==> config.mk <==
export PLATFORM = sky130hd
export DESIGN_NAME = i2c_line_conditioner
export DESIGN_NICKNAME = d
export VERILOG_FILES = /design/src/rtl/i2c_line_conditioner_pkg.sv /design/src/rtl/i2c_line_conditioner_filter.sv /design/src/rtl/i2c_line_conditioner.sv
export SDC_FILE = /design/constraint.sdc
export NUM_CORES = 1
export LEC_CHECK = 0
export CORE_MARGIN = 2
export CORE_UTILIZATION = 35
export CTS_CLUSTER_DIAMETER = 40
export CTS_CLUSTER_SIZE = 24
export DETAILED_ROUTE_END_ITERATION = 6
export GPL_ROUTABILITY_DRIVEN = 0
export PLACE_DENSITY = 0.66
export SETUP_SLACK_MARGIN = 0.15
export SYNTH_ARGS = -nofsm -noshare
export SYNTH_HDL_FRONTEND = slang
export SYNTH_SLANG_ARGS = --single-unit
==> constraint.sdc <==
create_clock -name clk -period 1.4 [get_ports clk]
set_input_delay 0.28 -clock clk [delete_from_list [all_inputs] [get_ports clk]]
set_output_delay 0.28 -clock clk [all_outputs]
set_load 0.01 [all_outputs]
==> src/rtl/i2c_line_conditioner_pkg.sv <==
// Shared constants for the I2C pad conditioning front end.
// Idle bus level and default filter sizing used by the line filters and the top.
package i2c_line_conditioner_pkg;

    localparam logic I2C_IDLE_LEVEL   = 1'b1;
    localparam int   FILTER_CYCLES_DEF = 3;
    localparam int   CNT_W_DEF         = 4;

endpackage

==> src/rtl/i2c_line_conditioner_filter.sv <==
// One I2C line: two-flop synchronizer, stability-count deglitcher and edge decode.
// The filtered level only moves after the synchronized input disagrees for FILTER_CYCLES edges.
module i2c_line_filter
    import i2c_line_conditioner_pkg::*;
#(
    parameter int FILTER_CYCLES = FILTER_CYCLES_DEF,
    parameter int CNT_W         = CNT_W_DEF
) (
    input  logic clk,
    input  logic n_rst,
    input  logic pin,
    output logic level,
    output logic rise,
    output logic fall
);

    localparam logic [CNT_W-1:0] CNT_LAST = CNT_W'(FILTER_CYCLES - 1);

    logic             s1;
    logic             s2;
    logic             filt;
    logic             filt_d;
    logic [CNT_W-1:0] cnt;

    always_ff @(posedge clk or negedge n_rst) begin
        if (!n_rst) begin
            s1     <= I2C_IDLE_LEVEL;
            s2     <= I2C_IDLE_LEVEL;
            filt   <= I2C_IDLE_LEVEL;
            filt_d <= I2C_IDLE_LEVEL;
            cnt    <= '0;
        end else begin
            s1     <= pin;
            s2     <= s1;
            filt_d <= filt;
            // A return to the accepted level discards any partial count.
            if (s2 == filt) begin
                cnt <= '0;
            end else if (cnt == CNT_LAST) begin
                filt <= s2;
                cnt  <= '0;
            end else begin
                cnt <= cnt + 1'b1;
            end
        end
    end

    assign level = filt;
    assign rise  = filt & ~filt_d;
    assign fall  = ~filt & filt_d;

endmodule

==> src/rtl/i2c_line_conditioner.sv <==
// I2C pad front end: deglitched SDA/SCL levels, edge strobes and START/STOP detect.
// START/STOP require SCL high both before and after the SDA edge.
module i2c_line_conditioner
    import i2c_line_conditioner_pkg::*;
#(
    parameter int FILTER_CYCLES = FILTER_CYCLES_DEF,
    parameter int CNT_W         = CNT_W_DEF
) (
    input  logic clk,
    input  logic n_rst,
    input  logic SDA_in,
    input  logic SCL_in,
    output logic SDA_sync,
    output logic SCL_sync,
    output logic SDA_rise,
    output logic SDA_fall,
    output logic SCL_rise,
    output logic SCL_fall,
    output logic start_det,
    output logic stop_det
);

    logic scl_high_stable;

    i2c_line_filter #(
        .FILTER_CYCLES (FILTER_CYCLES),
        .CNT_W         (CNT_W)
    ) u_sda (
        .clk   (clk),
        .n_rst (n_rst),
        .pin   (SDA_in),
        .level (SDA_sync),
        .rise  (SDA_rise),
        .fall  (SDA_fall)
    );

    i2c_line_filter #(
        .FILTER_CYCLES (FILTER_CYCLES),
        .CNT_W         (CNT_W)
    ) u_scl (
        .clk   (clk),
        .n_rst (n_rst),
        .pin   (SCL_in),
        .level (SCL_sync),
        .rise  (SCL_rise),
        .fall  (SCL_fall)
    );

    // Filtered SCL high now and not just risen means it was high on the previous cycle too.
    assign scl_high_stable = SCL_sync & ~SCL_rise;

    assign start_det = SDA_fall & scl_high_stable;
    assign stop_det  = SDA_rise & scl_high_stable;

endmodule

==> results_dict.tcl, run 1 <==
set metrics [dict create \
    power_density_nw_per_um2 2030 \
    drt_wl_total_um 925 \
    htree_levels 1 \
    syn_to_final_growth_pct 41.5 \
    cts_made_buffers 3 \
    synth_simple_gate_area_frac 0.142 \
    p_comb_frac 0.482 \
    dieArea_sq_um 2220 \
    ys_async_sr_fraction 1.00 \
    clockPowerShare 0.122 \
    die_h_um 47.1 \
    synth_mux_area_frac 0.0346 \
    portBuffers 11 \
    grt_start_max_net_pins 17 \
    synth_nets 60 \
    avgSynthCellArea_sq_um 12.5 \
    switchingPower_w 0.000580 \
    grt_pass1_vias 396 \
    hold_viol_final 0 \
    setup_viol 3 \
    finalSetupTns_ns -0.275 \
    ys_seq_area_frac 0.631 \
    overflow 0 \
    failed_checks "negative setup slack" \
    start_kind "register" \
    rsz0062_at_grt "yes" \
    synth_compound_area_frac 0.0231 \
    intPower_w 0.00129 \
    ant_nets 0 \
    fin_crit_ns 1.51 \
    yosys_warnings 0 \
    wl_per_cell_um 9.16 \
    leakage_nw 0.451 \
    drc 0 \
    worstSkewPairLatency_ns 0.27 \
    setup_ws_ns -0.107 \
    synth_edf_count 0 \
    synth_top_family_by_area "simple AND/OR/NAND/NOR gates" \
    slew_violations 0 \
    status "finished with violations" \
    hold_ws_ns 0.306 \
    drt_iter0_markers 0 \
    synth_top_area_frac 0.323 \
    detailed_place_hpwl_um 677 \
    gr-max-usage-layer "met2" \
    vias 433 \
    dr.pass1.iters 1 \
    root_buffer "clkbuf_4" \
    drive_gt1_frac 0.461 \
    fillCellCount 156 \
    use_met3 0.0231 \
    maxCapViolCount 0 \
    path_clk_slew_ns 0.08 \
    end_kind "output pin" \
    clkSinkCount 16 \
    min_path_type "in -> async" \
    ios 12 \
    clk_path_buf_depth 2 \
    synth_area_leaders "dfstp_2 32%, dfrtp_1 31%, ha_1 7.7%, nor2_1 5.8%, xnor2_1 5.4%" \
    cts_tree "yes" \
    grt_pass1_wl_um 1630 \
    worst_ep_required_time_ns 1.12 \
    yosysMostFrequentCell "nor2_1" \
    rows 15 \
    yosys.area_share.xor_xnor 0.0808 \
    dp_cells 94 \
    antenna_cells 0 \
    antenna_found_initial 0 \
    synth_fa_ha_area_frac 0.0769 \
    worst_ep_arrival_time_ns 1.23 \
    crit_fanout 3 \
    final_core_util 0.528 \
    die_x_um 47.1 \
    grtUsageMet1 0.131 \
    ys_types 13 \
    synth-seq-cells 16 \
    synth_common_cells "10 x nor2_1, 8 x dfrtp_1, 8 x dfstp_2" \
    final_cell_area_sq_um 921 \
    clock_skew_ns 0.00102 \
    period_share 1.08 \
    power_frac_seq 0.396 \
    start_util 0.373 \
    dominantRegCellSynth "dfstp_2" \
    viasPerCell 4.29 \
    crit_type "reg -> out" \
    fin_nets 86 \
    fmax_ghz 0.663 \
    netSwitchingFraction 0.311 \
    vdd_drop_max_mv 0.954 \
    synthCells 52 \
    yosysTopAreaCell "dfstp_2" \
    netlist_area_sq_um 651 \
    track_usage 0.111 \
    fin_cells 101 \
    relSlewSlack 0.875 \
    place_area_sq_um 840 \
    use_met2 0.178 \
    worst_pin_slew_ns 0.187 \
    coreArea_sq_um 1750 \
]
[state kept, by name (all words and copies together), names as in the netlist]
signal,count
u_scl.filt_d,1
u_scl.level,1
u_sda.s1,1
u_sda.level,1
u_scl.cnt,4
u_scl.s1,1
u_scl.s2,1
u_sda.s2,1
u_sda.filt_d,1
u_sda.cnt,4
[per-stage QoR]
stage | setup slack, ns | total power [W]
detailed placement | -0.241 | 0.00146
finish | -0.107 | 0.00187
CTS | -0.109 | 0.00178
global route | -0.152 | 0.00201
global placement | -0.218 | 0.00144
floorplan | 0.119 | 0.00108
[cell families after synthesis]
family                     count (synthesis)
DFF                                       16
and+or+nand+nor                           20
buffers and inverters                      2
xor gates and xnor gates                   6
muxes                                      2
adders and majority gates                  4
AOI/OAI and AO/OA                          2
[per-layer routing]
layer	vias up	share of wire	routed length (um)
met2	11	0.51	476
met5	-	0	0
li1	217	-	-
met3	2	0.064	59
met4	0	0.0097	9
met1	203	0.41	380
[power groups by stage]
stage	Combinational, W	Sequential [W]	Clock, W
floorplan	0.000321	0.000758	0
detailed placement	0.000725	0.000740	0
CTS	0.000800	0.000738	0.000236
global placement	0.000708	0.000729	0
global route	0.000986	0.000765	0.000258
finish	0.000901	0.000740	0.000227
[final cells by class]
type	instances	area [sq um]	area share
Timing Repair Buffer	21	186	0.202
Inverter	2	7.51	0.00815
Sequential cell	16	410	0.446
Clock buffer	3	22.5	0.0245
Multi-Input combinational cell	34	263	0.285
Tap cell	25	31.3	0.0340
[cells in the final DEF, fill, tap and decap left out, types with 3 or more instances in the layout]
cell type | netlist | routed
clkbuf_4 | 0 | 3
clkdlybuf4s50_1 | 0 | 3
dfrtp_1 | 8 | 8
buf_2 | 0 | 5
nor2_1 | 10 | 10
buf_4 | 0 | 4
ha_1 | 4 | 4
dfstp_2 | 8 | 8
buf_6 | 0 | 9
[final timing paths]
path / start / to / slack, ns / cells after the start
worst max register to register: u_sda.level$_DFFE_PN1P_ / u_sda.cnt[0]$_DFF_PN0_ / 0.13 / 6
worst min register to register: u_scl.s1$_DFF_PN1_ / u_scl.s2$_DFF_PN1_ / 0.36 / 0
worst max-delay path: u_sda.level$_DFFE_PN1P_ / start_det / -0.11 / 4
min in group clk: u_scl.s1$_DFF_PN1_ / u_scl.s2$_DFF_PN1_ / 0.36 / 0
worst min-delay path: n_rst / u_sda.cnt[2]$_DFF_PN0_ / 0.31 / 2
max in group asynchronous: n_rst / u_sda.s2$_DFF_PN1_ / 0.85 / 2
[worst max-delay path: stages (launching register included)]
cell and delay, ns:
dfstp_2 0.56, buf_6 0.11, nor2b_4 0.03, and3_1 0.13
buf_2 0.13
[what timing repair did]
action | 4_1_cts | 5_1_grt
endpoints found under the hold margin | 0 | 0
gates resized for setup | 40 | 6
pin swaps | 2 | 4
setup buffers | 3 | 1
hold buffers | 0 | 0
setup endpoints to repair | 8 | 16
Note: power is estimated with default switching activity, not from simulation.
==> inputs of run 2 (changes only) <==
--- a/constraint.sdc
+++ b/constraint.sdc
@@ -3,2 +3,2 @@
 set_output_delay 0.28 -clock clk [all_outputs]
-set_load 0.01 [all_outputs]
+set_load 0.05 [all_outputs]
==> run 2 against run 1 <==
Critical endpoint is now stop_det. Sequential share of layout area down 5.0 points. Wire length up 10%. Register-to-register slack better by 0.05 ns. Non-clock buffer count up 1. Critical path type unchanged. The run still ends with negative setup slack left. Global-route usage up 2.1 points. First-iteration DRC count up 1. Hold slack worse by 0.0068 ns. Fmax down 8.0%. Final cell count up 2.0%. Sequential cell count unchanged.
==> results_dict.tcl, run 2 (synthesized netlist as in run 1, its figures left out) <==
set metrics [dict create \
    status "finished with violations" \
    failed_checks "negative setup slack" \
    finalPower_w 0.00263 \
    cts_tree "yes" \
    relSlewSlack 0.873 \
    power_density_nw_per_um2 2480 \
    cts_hold_repair.buffers 0 \
    vdd_drop_max_mv 1.21 \
    worstSkewPairLatency_ns 0.28 \
    period_share 1.17 \
    portBuffers 11 \
    hold_viol_final 0 \
    antenna_cells 0 \
    syn_to_final_growth_pct 62.5 \
    fin_nets 87 \
    clk_path_buf_depth 2 \
    clock_skew_ns 0.00136 \
    coreArea_sq_um 1750 \
    cts_made_buffers 3 \
    antenna_found_initial 0 \
    drt_wl_total_um 1020 \
    grt_pass1_vias 480 \
    detailed_place_hpwl_um 758 \
    ant_nets 0 \
    clkSinkCount 16 \
    fmax_ghz 0.610 \
    crit_type "reg -> out" \
    crit_fanout 3 \
    worst_pin_slew_ns 0.191 \
    viasPerCell 4.28 \
    dp_cells 92 \
    htree_levels 1 \
    dieArea_sq_um 2220 \
    worst_ep_arrival_time_ns 1.36 \
    netSwitchingFraction 0.369 \
    wl_per_cell_um 9.90 \
    vias 441 \
    start_util 0.373 \
    start_kind "register" \
    intPower_w 0.00166 \
    slew_violations 0 \
    track_usage 0.132 \
    drc 0 \
    overflow 0 \
    dr.pass1.iters 3 \
    drive_gt1_frac 0.513 \
    drt_iter0_markers 1 \
    fin_crit_ns 1.64 \
    grt_pass1_wl_um 1920 \
    p_comb_frac 0.589 \
    max_stage_delay_ns 0.63 \
    hold_ws_ns 0.299 \
    grt_start_max_net_pins 17 \
    fin_cells 103 \
    mostFrequentLayoutCells "10 x nor2_1, 8 x buf_12, 8 x buf_4, 8 x dfrtp_1, 6 x dfstp_2" \
    register_area_sq_um 418 \
    root_buffer "clkbuf_4" \
    setup_ws_ns -0.239 \
    ios 12 \
    clockPowerShare 0.113 \
    cp_cell_sequence "nor2b_4, and3_4, buf_12" \
    worst_ep_required_time_ns 1.12 \
    min_path_type "in -> async" \
    die_h_um 47.1 \
    slowest_stage "dfstp_4" \
    rsz0062_at_grt "yes" \
    setup_viol 8 \
    switchingPower_w 0.000970 \
    layout_commonest_cell "nor2_1" \
    rows 15 \
    end_kind "output pin" \
    fillCellCount 144 \
    finalSetupTns_ns -1.17 \
    path_clk_slew_ns 0.09 \
    multi_input_area_sq_um 280 \
    die_x_um 47.1 \
    leakage_nw 0.489 \
    power_frac_seq 0.298 \
    maxCapViolCount 0 \
    top_regs "u_scl.cnt: 4 flops, u_sda.cnt: 4 flops" \
]
## run 2: cell count changes in the layout (fill, tap and decap cells not counted)
cell      change
buf_12        +8
xnor2_2       -1
clkbuf_8      +1
and3_4        +2
buf_4         +4
buf_2         -5
and3_1        -2
nor2b_1       -2
buf_6         -6
dfstp_4       +2
xnor2_1       +1
dfstp_2       -2
nor2b_4       +2
## run 2: metrics by stage
step                 util  setup slack (ns)  cell area, sq um
floorplan               -            -0.309               698
global placement    0.544            0.0479               950
detailed placement  0.544            0.0366               950
CTS                 0.591            -0.248              1030
global route        0.606            -0.286              1060
finish              0.606            -0.239              1060
## run 2: layout make-up
| class | instances | area share |
|---|---|---|
| flip-flops and latches | 16 | 0.395 |
| repair buffers | 22 | 0.269 |
| multi-input cells | 34 | 0.265 |
| clock buffers | 4 | 0.0343 |
| well taps | 25 | 0.0296 |
| inverters | 2 | 0.00710 |
## run 2: routing by layer
layer / part of all wire / wire length, um / vias to the layer above / GRT usage
met5: 0 / 0 / - / 0
met3: 0.034 / 35 / 2 / 0.0231
met4: 0.017 / 17 / 0 / 0.100
met2: 0.54 / 554 / 11 / 0.236
met1: 0.40 / 413 / 211 / 0.135
li1: - / - / 217 / -
## run 2: worst paths after layout
kind,from,cells after the start,slack (ns),endpoint
max,u_sda.level$_DFFE_PN1P_,3,-0.24,stop_det
min,n_rst,2,0.30,u_sda.cnt[0]$_DFF_PN0_
max reg2reg,u_sda.level$_DFFE_PN1P_,4,0.18,u_sda.cnt[3]$_DFF_PN0_
min reg2reg,u_sda.s1$_DFF_PN1_,0,0.36,u_sda.s2$_DFF_PN1_
max in group asynchronous,n_rst,2,0.86,u_sda.filt_d$_DFF_PN1_
min in group clk,u_sda.s1$_DFF_PN1_,0,0.36,u_sda.s2$_DFF_PN1_
## run 2: timing repair
| item | CTS | global route |
|---|---|---|
| endpoints found under the setup margin | 8 | 16 |
| setup buffers | 5 | 2 |
| pin swaps | 2 | 3 |
| gates resized for setup | 2 | 2 |
## run 2: power by group through the flow
stage	clock, W	combinational (W)	sequential [W]
2_1_floorplan	0	0.000618	0.000914
3_3_place_gp	0	0.00131	0.000818
3_5_place_dp	0	0.00133	0.000828
4_1_cts	0.000306	0.00150	0.000779
5_1_grt	0.000323	0.00166	0.000812
6_report	0.000297	0.00155	0.000782
## run 2: critical path, delay by kind of cell (launching register included)
family,cells,cell delay (ns)
flops,1,0.63
simple gates,2,0.33
buf+inv,1,0.13
==> inputs of run 3 (changes only) <==
Settings changed: CORE_UTILIZATION 35 to 48, GPL_ROUTABILITY_DRIVEN 0 to default, PLACE_DENSITY 0.66 to 0.83.
==> run 3 against run 2 <==
The run still ends with negative setup slack left. Largest power group unchanged. Setup slack improved by 0.0096 ns. Largest cell class unchanged. Hold slack improved by 0.022 ns. Critical path type unchanged. Critical endpoint unchanged. Combinational power is essentially flat. Critical path depth is the same. Utilization up 20 points.
==> results_dict.tcl, run 3 (synthesized netlist as in run 1, its figures left out) <==
set metrics [dict create \
    fillCellCount 71 \
    syn_to_final_growth_pct 58.8 \
    fmax_ghz 0.614 \
    setup_viol 12 \
    intPower_w 0.00160 \
    wl_per_cell_um 11.4 \
    maxCapViolCount 0 \
    clockPowerShare 0.086 \
    ant_nets 0 \
    vias 442 \
    drt_iter0_markers 9 \
    worst_ep_required_time_ns 1.12 \
    drive_gt1_frac 0.519 \
    antenna_cells 0 \
    portBuffers 11 \
    power_density_nw_per_um2 2490 \
    relSlewSlack 0.868 \
    place_congestion 0.722 \
    rows 13 \
    antenna_found_initial 0 \
    detailed_place_hpwl_um 762 \
    slowest_stage "dfstp_4" \
    fin_crit_ns 1.63 \
    leakage_nw 0.481 \
    start_util 0.506 \
    vdd_drop_max_mv 1.43 \
    grt_pass1_vias 414 \
    cts_made_buffers 3 \
    worst_pin_slew_ns 0.199 \
    die_x_um 40.8 \
    power_frac_seq 0.306 \
    worstSkewPairLatency_ns 0.27 \
    dr.pass1.iters 4 \
    final_cell_area_sq_um 1030 \
    cp_cell_sequence "nor2b_4, and3_4, buf_12" \
    clk_path_buf_depth 2 \
    r2r_setup_slack_ns -0.03 \
    rsz0062_at_grt "yes" \
    setup_ws_ns -0.230 \
    overflow 0 \
    drc 0 \
    viasPerCell 4.80 \
    mostFrequentLayoutCells "9 x nor2_1, 8 x buf_12, 8 x buf_4, 8 x dfrtp_1, 6 x dfstp_2" \
    htree_levels 1 \
    root_buffer "clkbuf_4" \
    die_h_um 40.8 \
    end_kind "output pin" \
    crit_fanout 2 \
    status "finished with violations" \
    final_core_util 0.804 \
    fin_nets 87 \
    track_usage 0.167 \
    top_regs "u_scl.cnt: 4 flops, u_sda.cnt: 4 flops" \
    grt_pass1_wl_um 1750 \
    netSwitchingFraction 0.378 \
    clock_skew_ns 0.00348 \
    drt_wl_total_um 1050 \
    failed_checks "negative setup slack" \
    dieArea_sq_um 1670 \
    cts_tree "yes" \
    grt_start_max_net_pins 17 \
    coreArea_sq_um 1280 \
    cts_hold_repair.buffers 0 \
    clkSinkCount 16 \
    layout_commonest_cell "nor2_1" \
    hold_viol_final 0 \
    place_area_sq_um 937 \
    crit_type "reg -> out" \
    ios 12 \
    slew_violations 0 \
    worst_ep_arrival_time_ns 1.35 \
    switchingPower_w 0.000973 \
    p_comb_frac 0.608 \
    max_stage_delay_ns 0.62 \
    start_kind "register" \
    period_share 1.16 \
    min_path_type "in -> async" \
    path_clk_slew_ns 0.08 \
]
## run 3: final cells by class
class	count	area, sq um	share of cell area
multi-input combinational	34	283	0.274
sequential	16	418	0.404
tap	15	18.8	0.0182
clock buffer	3	22.5	0.0218
timing repair buffer	22	284	0.275
inverter	2	7.51	0.00726
## run 3: final timing paths
path	startpoint	end	depth (start not counted)
hold reg to reg	u_scl.s1$_DFF_PN1_	u_scl.s2$_DFF_PN1_	0
hold / removal	n_rst	u_scl.cnt[1]$_DFF_PN0_	2
setup reg to reg	u_sda.level$_DFFE_PN1P_	u_sda.cnt[3]$_DFF_PN0_	6
setup / recovery	u_sda.level$_DFFE_PN1P_	stop_det	3
max in group asynchronous	n_rst	u_scl.filt_d$_DFF_PN1_	2
min in group clk	u_scl.s1$_DFF_PN1_	u_scl.s2$_DFF_PN1_	0
## run 3: repair_timing
action | CTS | global route
setup endpoints to repair | 8 | 16
pin swaps | 3 | 2
buffers inserted | 6 | 1
resized for setup | 2 | 3
## run 3: layer usage
metal	GRT usage	vias up	wire, um
li1	-	217	-
met1	0.229	212	447
met2	0.242	11	554
met3	0.0326	2	33
met4	0.100	0	12
met5	0	-	0
## run 3: per-stage QoR
stage	instances	total power [W]	setup WS, ns	hold slack [ns]	setup TNS [ns]
after global placement	82	0.00212	0.0199	0.346	0
after global routing	92	0.00273	-0.277	0.339	-1.99
after floorplan	52	0.00153	-0.309	-0.0156	-0.396
after detailed placement	82	0.00216	-0.00306	0.348	-0.00306
final	92	0.00257	-0.230	0.321	-1.32
after CTS	91	0.00253	-0.239	0.317	-1.29
## run 3: critical path: cells and delay by family (launching register included)
family / cells / cell delay [ns]
buf+inv: 1 / 0.13
flops: 1 / 0.62
simple gates: 2 / 0.33
## run 3: power groups by stage
stage	clock, W	sequential (W)	combinational, W
2_1_floorplan	0	0.000914	0.000618
3_3_place_gp	0	0.000829	0.00129
3_5_place_dp	0	0.000841	0.00132
4_1_cts	0.000231	0.000782	0.00151
5_1_grt	0.000254	0.000813	0.00167
6_report	0.000221	0.000787	0.00157
